==> src/rtl/ls_pkg.sv <==
// Shared types and constants for the load/store unit: FSM state encoding,
// funct3 access-size codes and the access legality check.
package ls_pkg;

    typedef enum logic [1:0] {
        ST_IDLE = 2'd0,
        ST_REQ  = 2'd1,
        ST_DONE = 2'd2
    } ls_state_t;

    localparam logic [2:0] F3_B  = 3'b000;
    localparam logic [2:0] F3_H  = 3'b001;
    localparam logic [2:0] F3_W  = 3'b010;
    localparam logic [2:0] F3_BU = 3'b100;
    localparam logic [2:0] F3_HU = 3'b101;

    // True when the size code exists for this direction and the address is
    // naturally aligned for it. Unsigned sizes only make sense for loads.
    function automatic logic access_legal(input logic [2:0] f3,
                                          input logic [1:0] addr_lo,
                                          input logic       is_store);
        logic ok;
        ok = 1'b0;
        case (f3)
            F3_B:    ok = 1'b1;
            F3_H:    ok = ~addr_lo[0];
            F3_W:    ok = (addr_lo == 2'b00);
            F3_BU:   ok = ~is_store;
            F3_HU:   ok = ~is_store & ~addr_lo[0];
            default: ok = 1'b0;
        endcase
        return ok;
    endfunction

endpackage

==> src/rtl/load_store_unit_if.sv <==
// Memory-side bus of the load/store unit.
//
// Handshake: the master raises mem_req together with mem_we, mem_addr,
// mem_be and mem_wdata and holds all of them stable until it samples
// mem_ack high on a rising edge; that edge completes the transfer (write
// accepted, or mem_rdata valid for a read). mem_ack while mem_req is low
// carries no meaning and is ignored.
interface load_store_unit_if;
    import ls_pkg::*;

    logic        mem_req;
    logic        mem_we;
    logic [31:0] mem_addr;
    logic [31:0] mem_wdata;
    logic [3:0]  mem_be;
    logic        mem_ack;
    logic [31:0] mem_rdata;

    modport master (
        output mem_req, mem_we, mem_addr, mem_wdata, mem_be,
        input  mem_ack, mem_rdata
    );

    modport slave (
        input  mem_req, mem_we, mem_addr, mem_wdata, mem_be,
        output mem_ack, mem_rdata
    );

endinterface

==> src/rtl/ls_align.sv <==
// Combinational data alignment: byte enables and lane replication for
// stores, lane selection and sign/zero extension for loads.
module ls_align
    import ls_pkg::*;
(
    input  logic [2:0]  funct3,
    input  logic [1:0]  addr_lo,
    input  logic [31:0] store_data,
    input  logic [31:0] load_word,
    output logic [3:0]  byte_en,
    output logic [31:0] store_word,
    output logic [31:0] load_value
);

    logic [7:0]  sel_byte;
    logic [15:0] sel_half;

    // Pick the addressed byte and halfword lanes out of the read word.
    always_comb begin
        sel_byte = load_word[7:0];
        case (addr_lo)
            2'd0:    sel_byte = load_word[7:0];
            2'd1:    sel_byte = load_word[15:8];
            2'd2:    sel_byte = load_word[23:16];
            default: sel_byte = load_word[31:24];
        endcase
        sel_half = addr_lo[1] ? load_word[31:16] : load_word[15:0];
    end

    // Size-dependent enables, store replication and load extension.
    always_comb begin
        byte_en    = 4'b0000;
        store_word = store_data;
        load_value = 32'd0;
        case (funct3)
            F3_B: begin
                byte_en    = 4'b0001 << addr_lo;
                store_word = {4{store_data[7:0]}};
                load_value = {{24{sel_byte[7]}}, sel_byte};
            end
            F3_BU: begin
                byte_en    = 4'b0001 << addr_lo;
                store_word = {4{store_data[7:0]}};
                load_value = {24'd0, sel_byte};
            end
            F3_H: begin
                byte_en    = addr_lo[1] ? 4'b1100 : 4'b0011;
                store_word = {2{store_data[15:0]}};
                load_value = {{16{sel_half[15]}}, sel_half};
            end
            F3_HU: begin
                byte_en    = addr_lo[1] ? 4'b1100 : 4'b0011;
                store_word = {2{store_data[15:0]}};
                load_value = {16'd0, sel_half};
            end
            F3_W: begin
                byte_en    = 4'b1111;
                store_word = store_data;
                load_value = load_word;
            end
            default: begin
                byte_en    = 4'b0000;
                store_word = store_data;
                load_value = 32'd0;
            end
        endcase
    end

endmodule

==> src/rtl/load_store_unit.sv <==
// Load/store unit: takes one access request from the core, checks it,
// runs a single held request on the memory bus (with a timeout) and
// reports completion with a one-cycle done pulse. All outputs registered.
module load_store_unit
    import ls_pkg::*;
#(
    parameter int unsigned TIMEOUT_CYCLES = 255
) (
    input  logic              clk,
    input  logic              rst,
    input  logic              start,
    input  logic              mem_read,
    input  logic              mem_write,
    input  logic [2:0]        funct3,
    input  logic [31:0]       address,
    input  logic [31:0]       write_data,
    output logic [31:0]       read_data,
    output logic              busy,
    output logic              done,
    output logic              fault,
    output ls_state_t         state_dbg,
    load_store_unit_if.master mem
);

    localparam int unsigned TW = (TIMEOUT_CYCLES < 2) ? 1 : $clog2(TIMEOUT_CYCLES + 1);
    localparam logic [TW-1:0] TIMER_LAST = TW'(TIMEOUT_CYCLES - 1);

    ls_state_t     state_q, state_d;
    logic          busy_q, busy_d;
    logic          done_q, done_d;
    logic          fault_q, fault_d;
    logic          req_q, req_d;
    logic          we_q, we_d;
    logic [31:0]   addr_q, addr_d;
    logic [31:0]   wdata_q, wdata_d;
    logic [3:0]    be_q, be_d;
    logic [31:0]   rdata_q, rdata_d;
    logic [TW-1:0] timer_q, timer_d;
    logic [2:0]    f3_q, f3_d;
    logic [1:0]    alo_q, alo_d;

    logic [2:0]    align_f3;
    logic [1:0]    align_alo;
    logic [3:0]    align_be;
    logic [31:0]   align_wdata;
    logic [31:0]   align_rdata;
    logic          rd_only;
    logic          wr_only;

    // In IDLE the aligner encodes the incoming store; afterwards it decodes
    // the returning word using the latched size and byte offset.
    assign align_f3  = (state_q == ST_IDLE) ? funct3          : f3_q;
    assign align_alo = (state_q == ST_IDLE) ? address[1:0]    : alo_q;
    assign rd_only   = mem_read & ~mem_write;
    assign wr_only   = mem_write & ~mem_read;

    ls_align u_align (
        .funct3     (align_f3),
        .addr_lo    (align_alo),
        .store_data (write_data),
        .load_word  (mem.mem_rdata),
        .byte_en    (align_be),
        .store_word (align_wdata),
        .load_value (align_rdata)
    );

    // Register every piece of state; reset abandons any access at once.
    always_ff @(posedge clk or posedge rst) begin
        if (rst) begin
            state_q <= ST_IDLE;
            busy_q  <= 1'b0;
            done_q  <= 1'b0;
            fault_q <= 1'b0;
            req_q   <= 1'b0;
            we_q    <= 1'b0;
            addr_q  <= 32'd0;
            wdata_q <= 32'd0;
            be_q    <= 4'b0000;
            rdata_q <= 32'd0;
            timer_q <= '0;
            f3_q    <= 3'b000;
            alo_q   <= 2'b00;
        end else begin
            state_q <= state_d;
            busy_q  <= busy_d;
            done_q  <= done_d;
            fault_q <= fault_d;
            req_q   <= req_d;
            we_q    <= we_d;
            addr_q  <= addr_d;
            wdata_q <= wdata_d;
            be_q    <= be_d;
            rdata_q <= rdata_d;
            timer_q <= timer_d;
            f3_q    <= f3_d;
            alo_q   <= alo_d;
        end
    end

    // Next-state and next-output logic; everything holds unless changed.
    always_comb begin
        state_d = state_q;
        busy_d  = busy_q;
        done_d  = 1'b0;
        fault_d = fault_q;
        req_d   = req_q;
        we_d    = we_q;
        addr_d  = addr_q;
        wdata_d = wdata_q;
        be_d    = be_q;
        rdata_d = rdata_q;
        timer_d = timer_q;
        f3_d    = f3_q;
        alo_d   = alo_q;

        case (state_q)
            ST_IDLE: begin
                if (start && (mem_read || mem_write)) begin
                    if ((rd_only && access_legal(funct3, address[1:0], 1'b0)) ||
                        (wr_only && access_legal(funct3, address[1:0], 1'b1))) begin
                        state_d = ST_REQ;
                        busy_d  = 1'b1;
                        fault_d = 1'b0;
                        req_d   = 1'b1;
                        we_d    = wr_only;
                        addr_d  = {address[31:2], 2'b00};
                        wdata_d = align_wdata;
                        be_d    = align_be;
                        timer_d = '0;
                        f3_d    = funct3;
                        alo_d   = address[1:0];
                    end else begin
                        // Rejected before any bus activity: report straight away.
                        state_d = ST_DONE;
                        busy_d  = 1'b1;
                        done_d  = 1'b1;
                        fault_d = 1'b1;
                    end
                end
            end
            ST_REQ: begin
                if (mem.mem_ack) begin
                    state_d = ST_DONE;
                    done_d  = 1'b1;
                    fault_d = 1'b0;
                    req_d   = 1'b0;
                    if (!we_q) begin
                        rdata_d = align_rdata;
                    end
                end else if (timer_q == TIMER_LAST) begin
                    state_d = ST_DONE;
                    done_d  = 1'b1;
                    fault_d = 1'b1;
                    req_d   = 1'b0;
                    rdata_d = 32'd0;
                end else begin
                    timer_d = timer_q + TW'(1);
                end
            end
            ST_DONE: begin
                state_d = ST_IDLE;
                busy_d  = 1'b0;
                fault_d = 1'b0;
            end
            default: begin
                state_d = ST_IDLE;
                busy_d  = 1'b0;
                fault_d = 1'b0;
                req_d   = 1'b0;
            end
        endcase
    end

    assign read_data     = rdata_q;
    assign busy          = busy_q;
    assign done          = done_q;
    assign fault         = fault_q;
    assign state_dbg     = state_q;
    assign mem.mem_req   = req_q;
    assign mem.mem_we    = we_q;
    assign mem.mem_addr  = addr_q;
    assign mem.mem_wdata = wdata_q;
    assign mem.mem_be    = be_q;

endmodule

==> src/flat_wrapper.sv <==
// flat-port wrapper written by rule: the top's interface ports become plain ports
module load_store_unit_flat import ls_pkg::*;
#(
    parameter int unsigned TIMEOUT_CYCLES = 255
)
  (clk, rst, start, mem_read, mem_write, funct3, address, write_data, read_data, busy, done, fault, state_dbg, mem_mem_req, mem_mem_we, mem_mem_addr, mem_mem_wdata, mem_mem_be, mem_mem_ack, mem_mem_rdata);
  load_store_unit_if mem_i ();
  input  logic clk;
  input  logic rst;
  input  logic start;
  input  logic mem_read;
  input  logic mem_write;
  input  logic [2:0] funct3;
  input  logic [31:0] address;
  input  logic [31:0] write_data;
  output logic [31:0] read_data;
  output logic busy;
  output logic done;
  output logic fault;
  output ls_state_t state_dbg;
  output wire logic [$bits(mem_i.mem_req)-1:0] mem_mem_req;
  output wire logic [$bits(mem_i.mem_we)-1:0] mem_mem_we;
  output wire logic [$bits(mem_i.mem_addr)-1:0] mem_mem_addr;
  output wire logic [$bits(mem_i.mem_wdata)-1:0] mem_mem_wdata;
  output wire logic [$bits(mem_i.mem_be)-1:0] mem_mem_be;
  input wire logic [$bits(mem_i.mem_ack)-1:0] mem_mem_ack;
  input wire logic [$bits(mem_i.mem_rdata)-1:0] mem_mem_rdata;
  assign mem_mem_req = mem_i.mem_req;
  assign mem_mem_we = mem_i.mem_we;
  assign mem_mem_addr = mem_i.mem_addr;
  assign mem_mem_wdata = mem_i.mem_wdata;
  assign mem_mem_be = mem_i.mem_be;
  assign mem_i.mem_ack = mem_mem_ack;
  assign mem_i.mem_rdata = mem_mem_rdata;
  load_store_unit #(.TIMEOUT_CYCLES(TIMEOUT_CYCLES)) u_core (.clk(clk), .rst(rst), .start(start), .mem_read(mem_read), .mem_write(mem_write), .funct3(funct3), .address(address), .write_data(write_data), .read_data(read_data), .busy(busy), .done(done), .fault(fault), .state_dbg(state_dbg), .mem(mem_i));
endmodule
==> config.mk <==
export PLATFORM = sky130hd
export DESIGN_NAME = load_store_unit_flat
export DESIGN_NICKNAME = d
export VERILOG_FILES = /design/src/rtl/ls_pkg.sv /design/src/rtl/load_store_unit_if.sv /design/src/rtl/ls_align.sv /design/src/rtl/load_store_unit.sv /design/src/flat_wrapper.sv
export SDC_FILE = /design/constraint.sdc
export NUM_CORES = 1
export LEC_CHECK = 0
export CORE_AREA = 2 2 130 157
export CTS_BUF_LIST = sky130_fd_sc_hd__clkbuf_16
export DETAILED_ROUTE_END_ITERATION = 10
export DIE_AREA = 0 0 132 159
export MAX_ROUTING_LAYER = met4
export SYNTH_ARGS = -nofsm -noshare
export SYNTH_HDL_FRONTEND = slang
export SYNTH_SLANG_ARGS = --single-unit
export TNS_END_PERCENT = 30
==> constraint.sdc <==
create_clock -name clk -period 11.8 [get_ports clk]
set_clock_uncertainty 0.15 [all_clocks]
set_input_delay 1.77 -clock clk [delete_from_list [all_inputs] [get_ports clk]]
set_output_delay 1.77 -clock clk [all_outputs]
set_load 0.005 [all_outputs]
==> flow_summary.json <==
{
  "status": "completed",
  "ir_drop_mv": 0.0901,
  "clock-sinks": 118,
  "detail-route-antenna-nets": 0,
  "r2r_start": "u_core.state_dbg[0]",
  "grtUsageTotal": 0.175,
  "hold_path_startpoint": "u_core.mem.mem_be[2]",
  "maxCapViolations": 0,
  "multi_input_area_um2": 2610,
  "dp_hpwl_um": 12900,
  "vias": 5079,
  "fin_crit_sh": 0.348,
  "root_buffer": "clkbuf_16",
  "regArea_um2": 2950,
  "max_freq_mhz": 243,
  "clk_pin_slew_ns": 0.05,
  "worstPathMaxFanout": 64,
  "required_ns": 11.94,
  "nNetsFinal": 826,
  "synth_edf_count": 0,
  "synth_common_cells": "118 x dfrtp_1, 48 x mux2_2, 47 x nor2_1",
  "cp-start-kind": "input port",
  "worst_pin_slew_ns": 1.09,
  "hold_path.class": "reg2reg",
  "synthCells": 518,
  "ctsHoldBuffers": 0,
  "grt_overflow_total": 0,
  "routedWlPerCell_um": 18.0,
  "setup_tns_ns": 0,
  "antenna_found_initial": 0,
  "fin_cells": 991,
  "syn_avg_cell_area_um2": 11.1,
  "crit_type": "in2reg",
  "r2r-end": "u_core.read_data[30]",
  "fin_area_um2": 8600,
  "synth_top_cells_by_area": "dfrtp_1 51%, mux2_2 9.4%, mux2i_1 5.4%",
  "cts_tree": "done",
  "dieArea_um2": 21000,
  "cts.htree.levels": 4,
  "drc": 0,
  "ff2ff_setup_slack_ns": 8.48,
  "syn_to_final_growth_pct": 49.7,
  "netlist.area_leader.share": 0.514,
  "yosysTopAreaCell": "dfrtp_1",
  "placedInstanceArea_um2": 8090,
  "synth-async-reset-ratio": 1.00,
  "powerDensity_nw_per_um2": 205,
  "yosysMostFrequentCell": "dfrtp_1",
  "rows": 56,
  "dp_cells": 961,
  "diodes": 0,
  "grt_pass1_wl_um": 28200,
  "hold_viol_final": 0,
  "worst_hold_slack_ns": 0.346,
  "core-area_um2": 19400,
  "dr.pass1.iters": 6,
  "yosysWarnings": 0,
  "drtIter0Drc": 316,
  "cts_resized": 0,
  "reg2regPathDepth": 6,
  "post-cts-setup-buffer-count": 0,
  "synth_ff_type": "dfrtp_1",
  "timing.final.ws_setup_ns": 7.69,
  "cts_made_buffers": 17,
  "slew_headroom": 0.256,
  "p_leak_nw": 3.64,
  "viasPerCell": 5.13,
  "grt_max_degree": 72,
  "clk_latency_ns": 0.41,
  "hold_depth": 1,
  "layout_min_cycle_time_ns": 4.11,
  "synth_area_um2": 5750,
  "place_congestion": 0.860,
  "cp-end-kind": "flip-flop",
  "synth_cell_types": 60,
  "yosysSeqAreaShare": 0.514,
  "rsz0062_at_grt": "false",
  "fillCellCount": 1837,
  "cp_data_arrival_time_ns": 4.24,
  "io_buffer_count": 209,
  "start_util": 0.296,
  "layout-drive-gt1-share": 0.149,
  "cts.path.max_buffers": 2,
  "grt_pass1_vias": 5112,
  "ys_ff_latch": 118,
  "setup_violations": 0,
  "io_pins": 212,
  "die_h_um": 159,
  "die_w_um": 132,
  "wl_um": 17900,
  "dp_slack_ns": 7.23,
  "maxSlewViolCount": 0,
  "min_to": "u_core.mem.mem_be[2]"
}
## cells in the final DEF, fill, tap and decap left out, types with 8 or more instances in the layout
| cell type | count |
|---|---|
| buf_4 | 9 |
| nor2_1 | 47 |
| dfrtp_1 | 118 |
| nand3_1 | 39 |
| a32oi_1 | 21 |
| mux2_2 | 48 |
| clkdlybuf4s50_1 | 209 |
| a21oi_1 | 34 |
| nand3_2 | 10 |
| inv_1 | 9 |
| a22oi_1 | 17 |
| nand2_1 | 18 |
| o22ai_1 | 8 |
| clkbuf_16 | 17 |
| mux2i_1 | 29 |
## power by group
group          switching, W  total [W]  internal [W]  leakage [nW]
Sequential        0.0000986   0.000653      0.000555          1.46
Clock              0.000179   0.000460      0.000281         0.252
Combinational      0.000244   0.000647      0.000404          1.93
Total              0.000521    0.00176       0.00124          3.64
## registers in the layout, indices dropped and copies added, names as in the netlist, 2 cells and up
register	flops
u_core.mem.mem_wdata	32
u_core.read_data	32
u_core.mem.mem_addr	30
u_core.timer_q	8
u_core.mem.mem_be	4
u_core.f3_q	3
u_core.alo_q	2
u_core.state_dbg	2
## cell families (layout without fill, tap and decap cells)
kind of cell | after synthesis | in the layout | synth area share
AND/OR/NAND/NOR | 144 | 144 | 0.136
XOR/XNOR | 3 | 3 | 0.00457
adder cells (fa/ha/maj) | 2 | 2 | 0.00435
other | 1 | 2 | 0.000652
flip-flops | 118 | 118 | 0.514
AO/OA/AOI/OAI | 121 | 121 | 0.149
multiplexers | 82 | 82 | 0.154
buffers and inverters | 47 | 258 | 0.0387
## final cells by class
class | count | area share
Clock inverter | 13 | 0.0108
Timing Repair Buffer | 218 | 0.251
Clock buffer | 17 | 0.0494
Inverter | 10 | 0.00465
Sequential cell | 118 | 0.343
Multi-Input combinational cell | 354 | 0.303
Tap cell | 261 | 0.0380
## through the flow
step / util / power (W)
final: 0.443 / 0.00176
after global routing: 0.443 / 0.00187
after floorplan: - / 0.000899
after detailed placement: 0.417 / 0.00131
after CTS: 0.443 / 0.00179
after global placement: 0.417 / 0.00130
## worst max-delay path by stage
stage               depth (start not counted)                end  startpoint  slack [ns]
finish                                      7  u_core.timer_q[3]  address[0]        7.69
global route                                7  u_core.timer_q[3]  address[0]        7.51
CTS                                         7  u_core.timer_q[3]  address[0]        7.67
detailed placement                          7  u_core.timer_q[3]  address[0]        7.23
global placement                            7  u_core.timer_q[3]  address[0]        7.33
floorplan                                   1    u_core.alo_q[0]         rst        6.75
## per-layer routing
metal / vias up / share of wire / global-route usage
met1: 2472 / 0.41 / 0.207
met5: - / 0 / -
met2: 238 / 0.49 / 0.284
met3: 28 / 0.079 / 0.0509
li1: 2341 / - / -
met4: 0 / 0.019 / 0.0632
## critical path, cell delays in order
cell and delay, ns:
clkdlybuf4s50_1 0.51, o31a_1 0.34, o22a_1 0.26, nor4_4 0.30, buf_4 0.58, nor2_1 0.20, a22o_1 0.28
No activity file was read; power rests on OpenSTA's default activity.
==> RTL edit 1, RTL diff (same settings) <==
Reset style: synchronous (`rst`), changed in one clocked block.
--- a/src/rtl/load_store_unit.sv
+++ b/src/rtl/load_store_unit.sv
@@ -65,7 +65,7 @@
     );
 
     // Register every piece of state; reset abandons any access at once.
-    always_ff @(posedge clk or posedge rst) begin
+    always_ff @(posedge clk) begin
         if (rst) begin
             state_q <= ST_IDLE;
             busy_q  <= 1'b0;
Formal check against the unedited RTL: differs if rst is asserted again (counterexample within 4 cycles, from zero or initial values and one cycle with rst high); with rst held inactive, the same outputs for 4 cycles.
==> RTL edit 1 against the original RTL <==
- synthesized cell count grew 20%
- hold slack lost 0.045 ns
- setup slack worse by 0.26 ns
- count of clock-buffer cells in the layout is the same
- sequential share of layout area decreased by 5.3 points
- largest cell class is now multi-input combinational cells
- wire length is 3.4% higher
- cell area is 5.4% lower
- area after synthesis decreased by 6.8%
- core utilization is 2.4 points lower
- sequential cell count did not move
Power is not compared: it rests on default switching activity, and its combinational part moved more than twofold at a synthesized area within 25%.
==> RTL edit 1: results (changes against the original RTL) <==
| Metric | Value |
|---|---|
| Status | finished, final reports clean |
| Peak VDD IR | 0.0750 mV |
| CP delay by family, top | buffers and inverters |
| Worst Path Max Fanout | 37 (-42%) |
| PostCTS Resize Cnt | 0 (unchanged) |
| Vias in the first global route | 5280 (+3.3%) |
| FFs w/ async S/R, synth | 0% (-100 points) |
| Hold path cells | 2 (+1) |
| Share of cells above drive strength 1 | 6.23% (-8.7 points) |
| Antenna diodes | 0 (unchanged) |
| Slowest-stage cell, CP | nand4_1 |
| Crit-path max cell delay | 0.64 ns (+0.06 ns) |
| Total iterations of the first detailed-routing run | 5 (-1) |
| Reg2reg end | u_core.read_data[29] |
| Largest net degree at the start of global routing | 104 (+44%) |
| Number of vias per cell | 5.06 (-1.3%) |
| Hold endpoint | u_core.mem.mem_addr[19] |
| Worst Tran Pin Value | 1.17 ns (+0.0780 ns) |
| Post-place instance area | 7550 um2 (-6.7%) |
| Synth area leaders | dfxtp_1 (44%), nand2_1 (10%), a21oi_1 (6.3%) |
| Inserted Clock Buffers | 17 (unchanged) |
| Routed wire length | 18.4 mm (+3.4%) |
| Setup TNS | 0 ns (unchanged) |
| Max-slew violations | 0 (unchanged) |
| First-pass GRT wire length | 28.8 mm (+2.2%) |
| Critical path arrival | 4.56 ns (+0.32 ns) |
| Detailed placement HPWL | 12.6 mm (-2.7%) |
| Initial DRC count | 382 (+21%) |
| Final net count | 912 (+10%) |
| Clk buf depth | 2 (unchanged) |
| Register area share after synthesis | 44.1% (-7.3 points) |
| Worst r2r src | u_core.state_dbg[0] |
| Cell variety after synth | 57 (-5.0%) |
| Worst-path clk slew | 0.06 ns |
| Yosys warning count | 0 (unchanged) |
| Worst hold path startpoint | u_core.mem.mem_addr[19] |
| Placer Congestion | 0.805 (-6.5%) |
| Clk root buf | clkbuf_16 |
| Filler cells | 1995 (+8.6%) |
| Overall routing resource usage | 17.9% (+0.34 points) |
| Commonest cells in the synthesized netlist | nand2_1 (149), dfxtp_1 (118), a21oi_1 (67), nor2_1 (37), clkbuf_1 (27) |
| Cells on worst reg2reg path | 6 (unchanged) |
## RTL edit 1: cells by family (layout without fill, tap and decap cells)
| kind of cell | count (synthesis) | count (layout) | synth area share, % |
|---|---|---|---|
| multiplexers | 18 | 18 | 3.48 |
| XOR/XNOR | 1 | 1 | 0.163 |
| flip-flops | 118 | 118 | 44.1 |
| adder cells (fa/ha/maj) | 2 | 2 | 0.467 |
| buffers and inverters | 55 | 248 | 5.21 |
| AND/OR/NAND/NOR | 234 | 234 | 18.9 |
| other | 1 | 2 | 0.0700 |
| AO/OA/AOI/OAI | 195 | 195 | 27.7 |
## RTL edit 1: through the flow
| stage | std cells | setup slack (ns) | utilization, % | power, W | hold WS (ns) |
|---|---|---|---|---|---|
| finish | 1079 | 7.43 | 41.9 | 0.00109 | 0.301 |
| global route | 1079 | 7.20 | 41.9 | 0.00114 | 0.319 |
| CTS | 1079 | 7.42 | 41.9 | 0.00111 | 0.304 |
| detailed placement | 1047 | 6.99 | 38.9 | 0.000580 | 0.295 |
| global placement | 1047 | 7.03 | 38.9 | 0.000579 | 0.291 |
| floorplan | 625 | 8.38 | - | 0.000500 | 0.288 |
## RTL edit 1: area by class of cell
cell class,count,share of cell area (%)
Sequential cell,118,29.0
Inverter,3,0.138
Multi-Input combinational cell,452,33.6
Timing Repair Buffer,213,26.0
Tap cell,261,4.01
Clock buffer,17,5.23
Clock inverter,15,2.00
## RTL edit 1: worst register-to-register path, stage by stage (launching register included)
cell and delay (ns):
dfxtp_1 0.77, nor2_2 0.24, a21oi_1 0.98, nor2_1 0.45, buf_4 0.31, a32oi_1 0.21
nand2_1 0.07
## RTL edit 1: worst max-delay path by stage
stage	start	endpoint	slack, ns	depth (start not counted)
finish	funct3[1]	u_core.timer_q[5]	7.43	7
detailed placement	funct3[1]	u_core.timer_q[5]	6.99	7
global placement	funct3[1]	u_core.timer_q[3]	7.03	7
floorplan	funct3[1]	u_core.mem.mem_wdata[25]	8.38	9
global route	funct3[1]	u_core.timer_q[5]	7.20	7
CTS	funct3[1]	u_core.timer_q[5]	7.42	7
## RTL edit 1: layer usage
layer | up-vias | GRT usage (%) | share of wire, %
met5 | - | - | 0
met4 | 0 | 7.31 | 2.8
met3 | 38 | 4.39 | 6.5
met2 | 213 | 27.3 | 46
met1 | 2543 | 22.5 | 44
li1 | 2664 | - | -
## RTL edit 1: power by group
part,switching [W],total (W),internal (W)
combinational,0.0000794,0.000154,0.0000745
clock,0.000192,0.000521,0.000329
sequential,0.00000778,0.000418,0.000410
==> RTL edit 2, RTL diff (same settings) <==
Without the edit above. `TIMEOUT_CYCLES` is set to 255 in 2 places; all go to 510.
--- a/src/rtl/load_store_unit.sv
+++ b/src/rtl/load_store_unit.sv
@@ -4,7 +4,7 @@
 module load_store_unit
     import ls_pkg::*;
 #(
-    parameter int unsigned TIMEOUT_CYCLES = 255
+    parameter int unsigned TIMEOUT_CYCLES = 510
 ) (
     input  logic              clk,
     input  logic              rst,
--- a/src/flat_wrapper.sv
+++ b/src/flat_wrapper.sv
@@ -1,7 +1,7 @@
 // flat-port wrapper written by rule: the top's interface ports become plain ports
 module load_store_unit_flat import ls_pkg::*;
 #(
-    parameter int unsigned TIMEOUT_CYCLES = 255
+    parameter int unsigned TIMEOUT_CYCLES = 510
 )
   (clk, rst, start, mem_read, mem_write, funct3, address, write_data, read_data, busy, done, fault, state_dbg, mem_mem_req, mem_mem_we, mem_mem_addr, mem_mem_wdata, mem_mem_be, mem_mem_ack, mem_mem_rdata);
   load_store_unit_if mem_i ();
Check against the original RTL: same outputs for any inputs over 4 cycles, from zero or initial values and one cycle with rst high; that may be too few to reach the edited logic, so the function may still have changed.
==> RTL edit 2 against the original RTL <==
- sequential cell count grew 1
- register-to-register slack is essentially flat
- wire length grew 2.4%
- area after synthesis grew 3.1%
- clock power grew 18%
- setup slack lost 0.33 ns
- cell area grew 2.4%
- global-route usage grew 0.58 points
- power grew 2.9%
- critical endpoint is now u_core.read_data[13]
- highest routed layer unchanged
==> RTL edit 2: results (changes against the original RTL) <==
| Metric | Value |
|---|---|
| Inst Count DP | 983 (+2.3%) |
| Total iterations of the first detailed-routing run | 7 (+1) |
| Register area share after synthesis | 50.2% (-1.1 points) |
| Syn Area/Cell | 10.9 um2 (-1.8%) |
| Worst Tran Pin Value | 1.11 ns (+0.0138 ns) |
| Worst-path clk slew | 0.06 ns |
| Synth area leaders | dfrtp_1 (50%), mux2_2 (8.2%), nor2_1 (2.8%) |
| Commonest cells in the synthesized netlist | dfrtp_1 (119), nor2_1 (44), mux2_2 (43), nand2_1 (32), a21oi_1 (28) |
| Crit-path max cell delay | 0.81 ns (+0.23 ns) |
| Largest net degree at the start of global routing | 64 (-11%) |
| Overall routing resource usage | 18.1% (+0.58 points) |
| LEAKAGE | 3.57 nW (-1.9%) |
| Antenna diodes | 0 (unchanged) |
| Cell variety after synth | 66 (+10%) |
| Peak VDD IR | 0.0889 mV (-1.3%) |
| Initial DRC count | 307 (-2.8%) |
| Status | finished, final reports clean |
| Routed len/inst | 18.0 um (about the same) |
| Number of vias per cell | 5.12 (-0.15%) |
| Detailed placement HPWL | 13.3 mm (+3.1%) |
| First-pass GRT wire length | 29.5 mm (+4.5%) |
| Vias in the first global route | 5450 (+6.6%) |
| Routed wire length | 18.3 mm (+2.4%) |
| Final net count | 848 (+2.7%) |
| Post-place instance area | 8200 um2 (+1.4%) |
| Fin area | 8810 um2 (+2.4%) |
| FFs w/ async S/R, synth | 100% (unchanged) |
| Critical path arrival | 4.63 ns (+0.39 ns) |
| Filler cells | 1828 (-0.49%) |
| Worst Path Max Fanout | 17 (-73%) |
| Placer Congestion | 0.839 (-2.5%) |
| Worst-skew pair later-pin latency | 0.41 ns (about the same) |
| Share of cells above drive strength 1 | 15.5% (+0.59 points) |
| CP delay by family, top | simple AND/OR/NAND/NOR gates |
| Slowest-stage cell, CP | nand4_1 |
| P_sw | 0.000526 W (+0.79%) |
==> RTL edit 2: cell types whose count changed after synthesis, sizes merged, moves of 9 or more <==
cell   unedited run  this run
inv              10        24
nand3            49         5
nand2            19        32
a32oi            21         0
a21oi            38        29
a211o             0        11
a31oi             5        15
mux2i            31        12
o21ai             6        35
==> RTL edit 2: kinds of logic (layout without fill, tap and decap cells) <==
group	Yosys count	count (layout)	synth area share, %
AOI/OAI and AO/OA	172	172	21.9
xor gates and xnor gates	2	2	0.296
adders and majority gates	2	2	0.422
buffers and inverters	63	272	5.36
DFF	119	119	50.2
muxes	55	55	10.2
other	1	2	0.0633
and+or+nand+nor	130	130	11.5
==> RTL edit 2: power groups by stage <==
stage	logic, W	registers [W]	clock network, W
floorplan	0.000260	0.000639	0
global placement	0.000629	0.000642	0
detailed placement	0.000636	0.000647	0
CTS	0.000639	0.000643	0.000553
global route	0.000682	0.000662	0.000569
finish	0.000630	0.000641	0.000541
==> RTL edit 2: area by class of cell <==
cell class                      instances  share of cell area, %
Tap cell                              261                   3.71
Multi-Input combinational cell        363                   30.1
Clock inverter                         15                   2.12
Timing Repair Buffer                  216                   24.3
Sequential cell                       119                   33.8
Inverter                               24                   1.05
Clock buffer                           17                   4.83
==> RTL edit 2: final timing paths <==
kind	from	end	slack (ns)	depth (start not counted)
max	funct3[0]	u_core.read_data[13]	7.36	6
min	u_core.read_data[7]	u_core.read_data[7]	0.35	2
max reg2reg	u_core.state_dbg[0]	u_core.read_data[13]	8.48	5
min reg2reg	u_core.read_data[7]	u_core.read_data[7]	0.35	2
max in group asynchronous	rst	u_core.read_data[16]	8.46	3
min in group asynchronous	rst	u_core.mem.mem_addr[2]	1.68	2
==> RTL edit 2: metal layers <==
metal | share of wire, % | GRT usage, % | vias up
met1 | 41 | 20.9 | 2557
met4 | 1.4 | 5.63 | 0
met3 | 7.2 | 6.11 | 19
met5 | 0 | - | -
met2 | 50 | 29.7 | 196
li1 | - | - | 2422
==> RTL edit 2: worst min-delay path, stage by stage (launching register included) <==
cell and delay (ns):
dfrtp_1 0.35, nand2_1 0.06, o31ai_1 0.06
==> RTL edit 2: metrics by stage <==
step                      worst slack (ns)  power (W)
after floorplan                       6.72   0.000899
after global placement                7.01    0.00127
after detailed placement              6.92    0.00128
after CTS                             7.35    0.00183
after global routing                  7.20    0.00191
final                                 7.36    0.00181
